### src/rtl/mb_reset_ctl.sv
// rtl/mb_reset_ctl.sv - DTR/button reset pulse generator with lockout and UART activity LED
module mb_reset_ctl #(
  parameter int CW              = 16,
  parameter int PULSE_CYCLES    = 1000,
  parameter int HOLDOFF_CYCLES  = 4000,
  parameter int DEBOUNCE_CYCLES = 256,
  parameter int LED_CYCLES      = 2048
) (
  input  logic pG0,
  input  logic pRST,
  input  logic dtr_n,
  input  logic btn_n,
  input  logic ftdi_rxd,
  input  logic ftdi_txd,
  output logic mb_rst_n,
  output logic act_led,
  output logic busy
);

  localparam logic [CW-1:0] PULSE_LOAD   = CW'(PULSE_CYCLES - 1);
  localparam logic [CW-1:0] HOLDOFF_LOAD = CW'(HOLDOFF_CYCLES - 1);
  localparam logic [CW-1:0] DB_STABLE    = CW'(DEBOUNCE_CYCLES);
  localparam logic [CW-1:0] LED_LOAD     = CW'(LED_CYCLES);

  typedef enum logic [1:0] {IDLE, PULSE, HOLDOFF} state_t;

  logic [3:0]    raw, s1, s2, hist;
  logic [2:0]    prime;
  logic          armed;
  logic          dtr_trig, btn_trig, uart_edge;
  logic [CW-1:0] db_cnt;
  logic          btn_db, btn_db_prev, btn_stable;
  state_t        state, state_next;
  logic [CW-1:0] cnt, cnt_next;
  logic [CW-1:0] led_cnt, led_next;

  assign raw = {ftdi_txd, ftdi_rxd, btn_n, dtr_n};

  // Edge detectors stay disarmed until the pipeline has been refilled from the
  // pins, so a line already held low across reset is seen as a level.
  always_ff @(posedge pG0 or posedge pRST) begin
    if (pRST) begin
      s1    <= '1;
      s2    <= '1;
      hist  <= '1;
      prime <= '0;
    end else begin
      s1    <= raw;
      s2    <= s1;
      hist  <= s2;
      prime <= {prime[1:0], 1'b1};
    end
  end

  assign armed     = prime[2];
  assign dtr_trig  = armed & hist[0] & ~s2[0];
  assign uart_edge = armed & ((s2[2] ^ hist[2]) | (s2[3] ^ hist[3]));

  assign btn_stable = (s2[1] == hist[1]);

  always_ff @(posedge pG0 or posedge pRST) begin
    if (pRST) begin
      db_cnt      <= '0;
      btn_db      <= 1'b1;
      btn_db_prev <= 1'b1;
    end else begin
      btn_db_prev <= btn_db;
      if (!btn_stable) begin
        db_cnt <= '0;
      end else if (db_cnt != DB_STABLE) begin
        db_cnt <= db_cnt + 1'b1;
      end else begin
        btn_db <= s2[1];
      end
    end
  end

  assign btn_trig = btn_db_prev & ~btn_db;

  always_ff @(posedge pG0 or posedge pRST) begin
    if (pRST) begin
      state    <= IDLE;
      cnt      <= '0;
      mb_rst_n <= 1'b1;
      busy     <= 1'b0;
    end else begin
      state    <= state_next;
      cnt      <= cnt_next;
      mb_rst_n <= (state_next != PULSE);
      busy     <= (state_next != IDLE);
    end
  end

  always_comb begin
    state_next = state;
    cnt_next   = cnt;
    case (state)
      IDLE: begin
        if (dtr_trig || btn_trig) begin
          state_next = PULSE;
          cnt_next   = PULSE_LOAD;
        end
      end
      PULSE: begin
        if (cnt == '0) begin
          state_next = HOLDOFF;
          cnt_next   = HOLDOFF_LOAD;
        end else begin
          cnt_next = cnt - 1'b1;
        end
      end
      HOLDOFF: begin
        if (cnt == '0) begin
          state_next = IDLE;
        end else begin
          cnt_next = cnt - 1'b1;
        end
      end
      default: begin
        state_next = IDLE;
        cnt_next   = '0;
      end
    endcase
  end

  always_comb begin
    led_next = led_cnt;
    if (uart_edge) begin
      led_next = LED_LOAD;
    end else if (led_cnt != '0) begin
      led_next = led_cnt - 1'b1;
    end
  end

  always_ff @(posedge pG0 or posedge pRST) begin
    if (pRST) begin
      led_cnt <= '0;
      act_led <= 1'b0;
    end else begin
      led_cnt <= led_next;
      act_led <= (led_next != '0);
    end
  end

endmodule
### config.mk
export PLATFORM = sky130hd
export DESIGN_NAME = mb_reset_ctl
export DESIGN_NICKNAME = d
export VERILOG_FILES = /design/src/rtl/mb_reset_ctl.sv
export SDC_FILE = /design/constraint.sdc
export NUM_CORES = 1
export LEC_CHECK = 0
export CAP_MARGIN = 10
export CORE_ASPECT_RATIO = 0.6
export CORE_UTILIZATION = 26
export CTS_BUF_LIST = sky130_fd_sc_hd__clkbuf_16
export DETAILED_ROUTE_END_ITERATION = 6
export GPL_TIMING_DRIVEN = 0
export HOLD_SLACK_MARGIN = 0.03
export REMOVE_ABC_BUFFERS = 1
export SYNTH_ARGS = -nofsm -noshare
export SYNTH_HDL_FRONTEND = slang
export SYNTH_SLANG_ARGS = --single-unit
export TNS_END_PERCENT = 1
### constraint.sdc
create_clock -name pG0 -period 3.3 [get_ports pG0]
set_clock_uncertainty 0.1 [all_clocks]
set_input_delay 0.825 -clock pG0 [delete_from_list [all_inputs] [get_ports pG0]]
set_output_delay 0.825 -clock pG0 [all_outputs]
set_load 0.01 [all_outputs]
Word-level counts from Yosys, hierarchy flattened
Index checks and enable logic that the tools add are counted.

operators by class
  reductions and logical operators = 8
  equal/unequal tests = 8
  bitwise gates (word level) = 10
  add/subtract/negate cells = 3
  mux-type cells = 12

operators with widths
  operator                                              count
  two-way mux 16 bit                                    7
  case mux 16 bit (3 select lines)                      1
  nonzero test 16 bit                                   2
  subtractor 16 x 1 -> 16 bit (second input constant)   2
  adder 16 x 1 -> 16 bit (second input constant)        1
  zero test 16 bit                                      1
  != test 16 x 9 -> 1 bit (second input constant)       1
  two-way mux 2 bit                                     3
  case mux 2 bit (3 select lines)                       1
  AND 1 bit                                             4
  != test 2 x 1 -> 1 bit (second input constant)        2
  != test 2 bit (second input constant)                 2
  AND reduction 2 bit                                   2
  NOT 1 bit                                             3
  equality test 2 x 1 -> 1 bit (second input constant)  1
  equality test 2 bit (second input constant)           1
  zero test 2 bit                                       1
  nonzero test 2 bit                                    1
  bitwise XOR 1 bit                                     2
  equality test 1 bit                                   1
  logical OR 1 bit                                      1
  OR 1 bit                                              1

storage, ports and cells
  input bits = 6
  bits in registers = 70
  word-level logic and storage cells = 54

Logic depth before layout (Yosys ltp)
  word-level depth = 6
  mapped depth = 10

Least setup slack after synthesis
Ideal clock, no wire load.

  path type = flip-flop to flip-flop
  start = register led_cnt[0]
  end = register act_led
  path buffers = 1
  slack = 0.769 ns
  cell stages (with the launch flop) = 11
  arrival = 2.284 ns
  required time = 3.053 ns
  period minus slack after synthesis = 2.531 ns
  cell sequence = dfrtp_1 > inv_1 > ha_1 > or3b_2 > clkbuf_1 > nand2b_1 > nor3_1 > xnor2_1 > nand4b_1 > nor4_1 > o2111ai_1

between the ends
  longest elaborated chain between the ends = 4

RTL lines
  what                                                                RTL line  text
  from (decl)                                                         35        logic [CW-1:0] led_cnt, led_next;
  from (signal assigned)                                              140       led_cnt <= led_next;
  subtractor 16 x 1 -> 16 bit or nonzero test 16 bit (tied branches)  131, 130
  two-way mux 16 bit (*)                                              130       end else if (led_cnt != '0) begin
  two-way mux 16 bit (*)                                              128       if (uart_edge) begin
  nonzero test 16 bit (*)                                             141       act_led <= (led_next != '0);
  to (signal assigned)                                                141
  to (decl)                                                           16        output logic act_led,

Every way passes the cells marked *; elsewhere a longest branch is shown, timed or not.
A chain may end at the register's enable or synchronous reset.

Worst setup path in the final report
Ends and elaborated chain as after synthesis.

==> flow_metrics.env <==
export IMPL_synth_common_cells="dfrtp_1, nor2_1, nand2_1"
export IMPL_cts_resized=0
export IMPL_clkPwrFrac_pct=36.1
export IMPL_ys_seq_area_share_pct=51.0
export IMPL_p_leak_nw=1.61
export IMPL_die_h_um=91.5
export IMPL_r2r_start="led_cnt[0]"
export IMPL_clock_path_buffers=2
export IMPL_drv_slew=0
export IMPL_ys_types=53
export IMPL_drive_above_1_share_pct=10.7
export IMPL_cts_root_buf="clkbuf_16"
export IMPL_p_per_area_nw_per_um2=734
export IMPL_die_w_um=151
export IMPL_track_usage_pct=11.5
export IMPL_power_switching_uw=930
export IMPL_finalPower_mw=2.98
export IMPL_hold_path_class="reg2reg"
export IMPL_first_global_vias=2594
export IMPL_area_growth_pct=16.9
export IMPL_die_area_sq_um=13800
export IMPL_via_per_inst=4.91
export IMPL_grt_pass1_wl_um=12600
export IMPL_final_antenna_net_count=0
export IMPL_synth_top_area_cell="dfrtp_1"
export IMPL_cts_clk_slew_worst_paths_ps=50
export IMPL_initial_core_util_pct=26.9
export IMPL_status="completed"
export IMPL_drc=0
export IMPL_max_cap_viol_count=0
export IMPL_ctsHtreeMaxLevel=3
export IMPL_dp_slack_ps=380
export IMPL_ir_drop_mv=0.312
export IMPL_combPwrFrac_pct=24.6
export IMPL_grt_max_degree=71
export IMPL_synth_edff_count=0
export IMPL_end_kind="flop"
export IMPL_port_buffers=8
export IMPL_cp_max_fo=5
export IMPL_rsz0062_at_grt="false"
export IMPL_gp_congestion=0.799
export IMPL_syn_area_per_cell_sq_um=9.62
export IMPL_num_vias=2673
export IMPL_synth_async_reset_ratio_pct=100
export IMPL_crit_start="led_cnt[0]"
export IMPL_yosys_warnings=0
export IMPL_clk_latency_ps=330
export IMPL_arrival_ps=3040
export IMPL_dp_hpwl_um=4830
export IMPL_yosysTopAreaCellShare_pct=39.6
export IMPL_hold_viol=0
export IMPL_required_ps=3390
export IMPL_grt_ovfl_total=0
export IMPL_post_synth_top_count_cell="dfrtp_1"
export IMPL_fin_crit_ps=2950
export IMPL_syn_inst=361
export IMPL_fmaxAchievable_ghz=0.339
export IMPL_num_antenna_cells=0
export IMPL_wl_per_cell_um=13.2
export IMPL_tightest_slew_ps=1180
export IMPL_timing_final_crit_share_pct=89.5
export IMPL_synth_flop_cell="dfrtp_1"
export IMPL_dp_cells=527
export IMPL_post_cts_setup_buffers=0
export IMPL_internal_power_mw=2.05
export IMPL_routed_wl_um=7200
export IMPL_p_sw_share_pct=31.2
export IMPL_slew_headroom_pct=21.0
export IMPL_ys_seq_elements=70
export IMPL_netlist_top_cells_area="dfrtp_1, dfstp_2, nor2_1, xnor2_1, nand2_1"
export IMPL_fin_ws_ps=347
export IMPL_fin_cells=544
export IMPL_power_share_sequential_pct=39.3
export IMPL_startpoint_type="flop"
export IMPL_critPathKind="reg2reg"
export IMPL_hp_start="prime[1]"
export IMPL_row_count=32
export IMPL_clock_sinks=70
export IMPL_nNetsFinal=381
export IMPL_antenna_found_initial=0
export IMPL_drt_pass1_iter_count=5
export IMPL_tritoncts="built"
export IMPL_cts_buffers=9
export IMPL_fp_coreArea_sq_um=12900
export IMPL_netlist_area_sq_um=3470
export IMPL_io_pins=9
export IMPL_hold_buffers=0
export IMPL_drt_iter0_drc=244
export IMPL_setup_violations_final=0
## worst max-delay path, cell delays in order (launching register included)
cell and delay (ps):
dfrtp_1 400, inv_1 150, ha_1 180, nor4b_1 620
and4bb_2 430, nor3_1 70, xnor2_1 230, nand4b_1 150
nor4_1 330, o2111ai_1 140
## registers in the layout, indices dropped and copies added, names as in the netlist, 2 cells and up
register  count
hist          4
prime         3
s1            4
led_cnt      16
state         2
s2            4
cnt          16
db_cnt       16
## through the flow
stage	setup TNS [ps]	hold WS, ps	area (sq um)	util (%)
after CTS	0	249	4050	31.3
after global routing	0	258	4060	31.4
after floorplan	0	231	3430	-
final	0	248	4060	31.4
after detailed placement	0	236	3720	28.8
after global placement	-30690	233	3720	28.8
## power by group through the flow
stage / Sequential, mW / Combinational [mW] / Clock, mW
global route: 1.19 / 0.836 / 1.15
detailed placement: 1.18 / 0.721 / 0
CTS: 1.16 / 0.728 / 1.10
global placement: 1.17 / 0.709 / 0
floorplan: 1.13 / 0.583 / 0
finish: 1.17 / 0.733 / 1.08
## kinds of logic (layout without fill, tap and decap cells)
kind of cell,after synthesis,in the layout,share of synthesized area [%]
AO/OA/AOI/OAI,70,70,12.6
XOR/XNOR,27,27,6.81
adder cells (fa/ha/maj),6,6,2.16
buffers and inverters,24,37,2.66
flip-flops,70,70,51.0
multiplexers,4,4,1.19
other,1,1,0.108
AND/OR/NAND/NOR,159,159,23.5
## routing by layer
metal,global-route usage (%),up-vias,share of wire (%)
li1,-,1300,-
met1,16.4,1281,52
met2,16.2,82,41
met3,3.17,10,5.2
met4,4.50,0,1.5
met5,0,-,0
## layout by cell type (no fill, tap or decap), drive strengths merged, types with 3 or more instances in the layout
cell	count
nor2b	3
bufinv	3
ha	6
or3	9
a31oi	3
a21oi	16
o22ai	6
dfrtp	55
mux2i	3
nor4	8
nand2b	4
or4	4
xor2	12
o21ai	22
nor2	48
o211ai	3
and2	3
clkbuf	9
nor3	14
nand4	4
nand3	13
nand2	30
nand3b	3
clkdlybuf4s50	8
inv	14
xnor2	15
nor4b	5
dfstp	15
and3	4
## path summary, 6_finish.rpt
check	slack, ps	cells past startpoint	end
max in group asynchronous	1620	2	led_cnt[3]
min	250	0	prime[2]
min reg2reg	250	0	prime[2]
max	350	9	act_led
max reg2reg	350	9	act_led
min in group asynchronous	930	2	db_cnt[11]
## area by class of cell
cell class / count / area (sq um)
clock inverter: 7 / 106
tap: 170 / 213
fill: 1313 / 8870
timing repair buffer: 9 / 87.6
inverter: 12 / 47.5
multi-input combinational: 267 / 1610
sequential: 70 / 1770
clock buffer: 9 / 225
Note: power is estimated with default switching activity, not from simulation.
